File: config.mk
export PLATFORM = sky130hd
export DESIGN_NAME = alarm_ring_ctrl
export DESIGN_NICKNAME = d
export VERILOG_FILES = /design/src/rtl/alarm_ring_ctrl.sv
export SDC_FILE = /design/constraint.sdc
export NUM_CORES = 1
export LEC_CHECK = 0
export BUFFER_PORTS_ARGS = -buffer_cell sky130_fd_sc_hd__buf_2
export CORE_MARGIN = 10
export CORE_UTILIZATION = 45
export CTS_BUF_LIST = sky130_fd_sc_hd__clkbuf_16
export CTS_CLUSTER_DIAMETER = 80
export DETAILED_ROUTE_END_ITERATION = 8
export PLACE_DENSITY = 0.67
export SKIP_LAST_GASP = 1
export SYNTH_ARGS = -nofsm -noshare
export SYNTH_HDL_FRONTEND = slang
export SYNTH_SLANG_ARGS = --single-unit
File: constraint.sdc
create_clock -name clk -period 2.35 [get_ports clk]
set_input_delay 0.47 -clock clk [delete_from_list [all_inputs] [get_ports clk]]
set_output_delay 0.47 -clock clk [all_outputs]
set_load 0.01 [all_outputs]
File: src/rtl/alarm_ring_ctrl.sv
// Alarm sequencer: compares running time with the active target and drives the buzzer
// through ring, auto-timeout, snooze and dismiss.
module alarm_ring_ctrl #(
   parameter int RING_SECONDS   = 60,
   parameter int SNOOZE_MINUTES = 5,
   parameter int BEEP_HALF      = 25_000_000
) (
   input  logic       clk,
   input  logic       rst_n,
   input  logic       sec_tick,
   input  logic [4:0] cur_hr,
   input  logic [5:0] cur_min,
   input  logic [5:0] cur_sec,
   input  logic [4:0] alm_hr,
   input  logic [5:0] alm_min,
   input  logic       alarm_on,
   input  logic       setting_active,
   input  logic       dismiss,
   input  logic       snooze,
   output logic       buzzer,
   output logic       ringing,
   output logic       snoozed,
   output logic [4:0] tgt_hr,
   output logic [5:0] tgt_min,
   output logic [1:0] state_dbg
);

   typedef enum logic [1:0] {
      IDLE    = 2'd0,
      ARMED   = 2'd1,
      RINGING = 2'd2,
      SNOOZE  = 2'd3
   } state_t;

   localparam int BW = $clog2(BEEP_HALF) + 1;

   state_t        state_q, state_d;
   logic          match_q;
   logic          from_snz_q, from_snz_d;
   logic [5:0]    ring_cnt_q, ring_cnt_d;
   logic [BW-1:0] beep_cnt_q, beep_cnt_d;
   logic          buzzer_q, buzzer_d;
   logic [4:0]    snz_hr_q, snz_hr_d;
   logic [5:0]    snz_min_q, snz_min_d;

   logic       match, hit, use_snz, entering;
   logic [6:0] m_sum;
   logic [4:0] h_inc;

   // The target follows the snooze time while waiting on, or ringing from, a snooze.
   assign use_snz = (state_q == SNOOZE) || ((state_q == RINGING) && from_snz_q);
   assign match   = (cur_hr == tgt_hr) && (cur_min == tgt_min) && (cur_sec == 6'd0)
                    && !setting_active;
   assign hit     = match && !match_q;

   assign m_sum = {1'b0, cur_min} + 7'(SNOOZE_MINUTES);
   assign h_inc = (cur_hr == 5'd23) ? 5'd0 : cur_hr + 5'd1;

   // State register and datapath registers
   always_ff @(posedge clk or negedge rst_n) begin
      if (!rst_n) begin
         state_q    <= IDLE;
         match_q    <= 1'b0;
         from_snz_q <= 1'b0;
         ring_cnt_q <= '0;
         beep_cnt_q <= '0;
         buzzer_q   <= 1'b0;
         snz_hr_q   <= '0;
         snz_min_q  <= '0;
      end else begin
         state_q    <= state_d;
         match_q    <= match;
         from_snz_q <= from_snz_d;
         ring_cnt_q <= ring_cnt_d;
         beep_cnt_q <= beep_cnt_d;
         buzzer_q   <= buzzer_d;
         snz_hr_q   <= snz_hr_d;
         snz_min_q  <= snz_min_d;
      end
   end

   // Next-state logic
   always_comb begin
      state_d    = state_q;
      from_snz_d = from_snz_q;
      snz_hr_d   = snz_hr_q;
      snz_min_d  = snz_min_q;
      if (!alarm_on) begin
         state_d = IDLE;
      end else begin
         unique case (state_q)
            IDLE:  state_d = ARMED;
            ARMED: begin
               if (hit) begin
                  state_d    = RINGING;
                  from_snz_d = 1'b0;
               end
            end
            RINGING: begin
               if (setting_active) begin
                  state_d = ARMED;
               end else if (dismiss) begin
                  state_d = ARMED;
               end else if (snooze) begin
                  state_d = SNOOZE;
                  if (m_sum >= 7'd60) begin
                     snz_min_d = 6'(m_sum - 7'd60);
                     snz_hr_d  = h_inc;
                  end else begin
                     snz_min_d = m_sum[5:0];
                     snz_hr_d  = cur_hr;
                  end
               end else if (ring_cnt_q == 6'(RING_SECONDS)) begin
                  state_d = ARMED;
               end
            end
            SNOOZE: begin
               if (setting_active || dismiss) begin
                  state_d = ARMED;
               end else if (hit) begin
                  state_d    = RINGING;
                  from_snz_d = 1'b1;
               end
            end
            default: state_d = IDLE;
         endcase
      end
   end

   // Ring counter and buzzer square wave restart on every entry to RINGING.
   assign entering = (state_d == RINGING) && (state_q != RINGING);

   always_comb begin
      ring_cnt_d = ring_cnt_q;
      beep_cnt_d = beep_cnt_q;
      buzzer_d   = 1'b0;
      if (entering) begin
         ring_cnt_d = '0;
         beep_cnt_d = '0;
         buzzer_d   = 1'b1;
      end else if (state_d == RINGING) begin
         if (sec_tick && (ring_cnt_q != 6'h3f)) ring_cnt_d = ring_cnt_q + 6'd1;
         if (beep_cnt_q == BW'(BEEP_HALF - 1)) begin
            beep_cnt_d = '0;
            buzzer_d   = ~buzzer_q;
         end else begin
            beep_cnt_d = beep_cnt_q + BW'(1);
            buzzer_d   = buzzer_q;
         end
      end
   end

   // Output decode
   always_comb begin
      ringing   = (state_q == RINGING);
      snoozed   = (state_q == SNOOZE);
      buzzer    = buzzer_q;
      state_dbg = state_q;
      tgt_hr    = use_snz ? snz_hr_q  : alm_hr;
      tgt_min   = use_snz ? snz_min_q : alm_min;
   end

endmodule

==> results_dict.tcl <==
set metrics [dict create \
    status "finished, violations left" \
    violations "setup timing" \
    layout_min_cycle_time_ps 2570 \
    dp_hpwl_microns 6960 \
    numCtsBuffers 5 \
    clkSlewWorstSetupHoldPaths_ps 70 \
    crit_slowest_cell "dfrtp_2" \
    drive_above_1_share_pct 35.5 \
    tightest_slew_ps 637 \
    async_flop_share_pct 100 \
    finalSetupViolations 33 \
    critPathKind "reg2reg" \
    critPathArrivalTime_ps 2770 \
    post-place-cells 573 \
    max_freq_mhz 389 \
    r2r-end "beep_cnt_q[25]" \
    yosysSeqAreaShare_pct 35.3 \
    syn_inst 384 \
    dieArea_sq_um 11400 \
    port_buffers 50 \
    firstDrtPassIters 6 \
    synthFlopType "dfrtp_1" \
    grt_pass1_wl_microns 16300 \
    syn_area_per_cell_sq_um 8.87 \
    met1_length_microns 4580 \
    ant_nets 0 \
    min_period_over_period_pct 110 \
    maxSlewViolCount 0 \
    layout.area.seq_sq_um 1200 \
    cp.required_ps 2550 \
    placed_area_sq_um 4260 \
    die_w_microns 107 \
    cpMostUsedCell "a31oi_1" \
    highest_layer "met4" \
    synth_edf_count 0 \
    grt_max_degree 49 \
    track_usage_pct 17.0 \
    vias 3528 \
    nets 540 \
    ys_ff_latch 48 \
    r2r-start "state_dbg[0]" \
    path_max_fanout 12 \
    powerDensity_nw_per_um2 386 \
    postCtsHoldBufs 0 \
    crit_chain "o21ai_4 > buf_12 > buf_8 > mux2i_4 > o211a_1 > nand2_2 > o41ai_4 > buf_6 > clkbuf_16 > a31oi_1 > a31oi_1" \
    clock_skew_ps 11.2 \
    gp_congestion 0.843 \
    clock-root-buffer "clkbuf_16" \
    die_h_microns 107 \
    finalHoldViolCount 0 \
    drc 0 \
    wirelength_microns 10200 \
    cts_tree "yes" \
    syn_to_final_growth_pct 41.5 \
    synth_nets 426 \
    num_rows 31 \
    setup.worst_path.start "state_dbg[0]" \
    slowest_delay_ps 420 \
    leakagePower_nw 2.23 \
    wl_per_cell_microns 17.0 \
    cts.sinks 48 \
    start_util_pct 46.7 \
    netlist_area_sq_um 3400 \
    fillers 588 \
    grt-ovfl-total 0 \
    synthDistinctLibCells 60 \
    antenna_found_initial 0 \
    worstRegToRegCells 11 \
    r2r_slack_ps -220 \
    rsz0062_at_grt "yes" \
    instances_no_fill 598 \
    multiInputGateArea_sq_um 2280 \
    design_area_sq_um 4820 \
    drv_cap 0 \
    hold_class "in2async" \
    avgViaCountPerCell 5.90 \
    slew_headroom_pct 57.6 \
    wl_met3_microns 625 \
    core_area_sq_um 7290 \
    clock_latency_ps 290 \
    ys_warn_count 0 \
    end_kind "flop" \
    ir_worst_vdd_mv 0.266 \
    grt_pass1_vias 3360 \
    holdWs_ps 270 \
    cts_max_level 2 \
    clk_path_buf_depth 2 \
    wl_met2_microns 4760 \
    initialDrtViolationCount 217 \
    insertedDiodeCount 0 \
    fin_ws_ps -224 \
    ioPinCount 51 \
    critPathLaunchType "flop" \
]
cells in the mapped netlist, drive strengths merged, types with 2 or more instances:
master | instances | area share (%)
inv | 22 | 2.4
o21ai | 17 | 2.8
nor2 | 13 | 1.4
o221ai | 4 | 1.0
o211ai | 4 | 0.88
xnor2 | 8 | 2.1
mux2i | 13 | 3.8
and3 | 16 | 2.9
a41o | 2 | 0.59
a41oi | 2 | 0.51
a21oi | 11 | 1.6
xor2 | 10 | 2.6
o2111ai | 2 | 0.51
o41ai | 2 | 1.1
and4 | 5 | 1.3
a31oi | 39 | 7.2
nor3 | 8 | 1.3
and4b | 2 | 0.59
a21boi | 2 | 0.44
ha | 7 | 2.6
nand2b | 8 | 1.5
clkbuf | 9 | 0.99
buf | 11 | 2.3
nand3b | 14 | 3.1
nand3 | 15 | 2.2
o211a | 2 | 0.59
nor4 | 5 | 0.92
a21o | 2 | 0.44
mux2 | 7 | 2.3
nand2 | 29 | 3.2
o22ai | 3 | 0.55
nor2b | 5 | 0.92
nand4 | 11 | 2.0
dfrtp | 48 | 35
and2 | 7 | 1.3
cell type report:
class                           instances  share of cell area, %
Clock buffer                            5                   2.60
Clock inverter                          3                  0.364
Inverter                               23                   1.79
Multi-Input combinational cell        293                   47.3
Sequential cell                        48                   25.0
Tap cell                               99                   2.57
Timing Repair Buffer                  127                   20.4
registers in the layout, summed over array words and instances, names as in the netlist:
signal      cells
beep_cnt_q     26
state_dbg       2
from_snz_q      1
buzzer          1
snz_hr_q        5
snz_min_q       6
match_q         1
ring_cnt_q      6
kinds of logic (layout without fill, tap and decap cells):
kind of cell,Yosys count,count (layout),synth area share (%)
xor gates and xnor gates,18,18,4.63
DFF,48,48,35.3
muxes,20,20,6.14
AOI/OAI and AO/OA,105,105,21.6
and+or+nand+nor,143,143,23.9
buffers and inverters,43,158,5.84
adders and majority gates,7,7,2.57
how the worst max path moves through the flow:
| stage | to | slack, ps | depth (start not counted) |
|---|---|---|---|
| final | beep_cnt_q[25] | -220 | 11 |
| after global routing | beep_cnt_q[25] | -330 | 11 |
| after CTS | beep_cnt_q[12] | -80 | 10 |
| after detailed placement | snz_hr_q[4] | -310 | 12 |
| after global placement | snz_hr_q[4] | -310 | 12 |
| after floorplan | snz_hr_q[2] | -250 | 12 |
cells in the final DEF (no fill, tap or decap), types with 11 or more instances in the layout:
| cell type | n |
|---|---|
| a31oi_1 | 38 |
| and3_1 | 16 |
| buf_2 | 47 |
| buf_4 | 63 |
| dfrtp_1 | 47 |
| inv_1 | 21 |
| nand2_1 | 24 |
| nand3_1 | 14 |
| nand3b_1 | 14 |
| nand4_1 | 11 |
| nor2_1 | 13 |
metal layers:
| layer | vias up | track usage, % |
|---|---|---|
| li1 | 1690 | - |
| met1 | 1697 | 21.7 |
| met2 | 121 | 27.8 |
| met3 | 20 | 3.77 |
| met4 | 0 | 5.42 |
| met5 | - | 0 |
worst max-delay path, delay by kind of cell, from the launching register on:
family	cells	cell delay (ps)
simple gates	1	80
flops	1	420
buf+inv	4	690
compound gates	5	1060
mux	1	220
through the flow:
step | util, % | setup slack, ps | TNS (ps) | power (mW)
finish | 66.1 | -224 | -3730 | 1.86
global route | 66.1 | -327 | -8280 | 1.94
CTS | 62.3 | -81.7 | -1150 | 1.85
detailed placement | 58.4 | -315 | -9870 | 1.11
global placement | 58.4 | -309 | -7320 | 1.11
floorplan | - | -250 | -2090 | 0.978
timing repair:
item	in CTS	in global routing
endpoints found under the hold margin	0	0
buffers inserted	6	7
gates cloned	1	3
resized for setup	17	34
pin swaps	3	18
endpoints found under the setup margin	34	41
where the power goes:
group	internal (mW)	total (mW)	switching (mW)
logic	0.156	0.309	0.153
registers	0.827	0.827	0.000916
clock network	0.394	0.721	0.328
No activity file was read; power rests on OpenSTA's default activity.
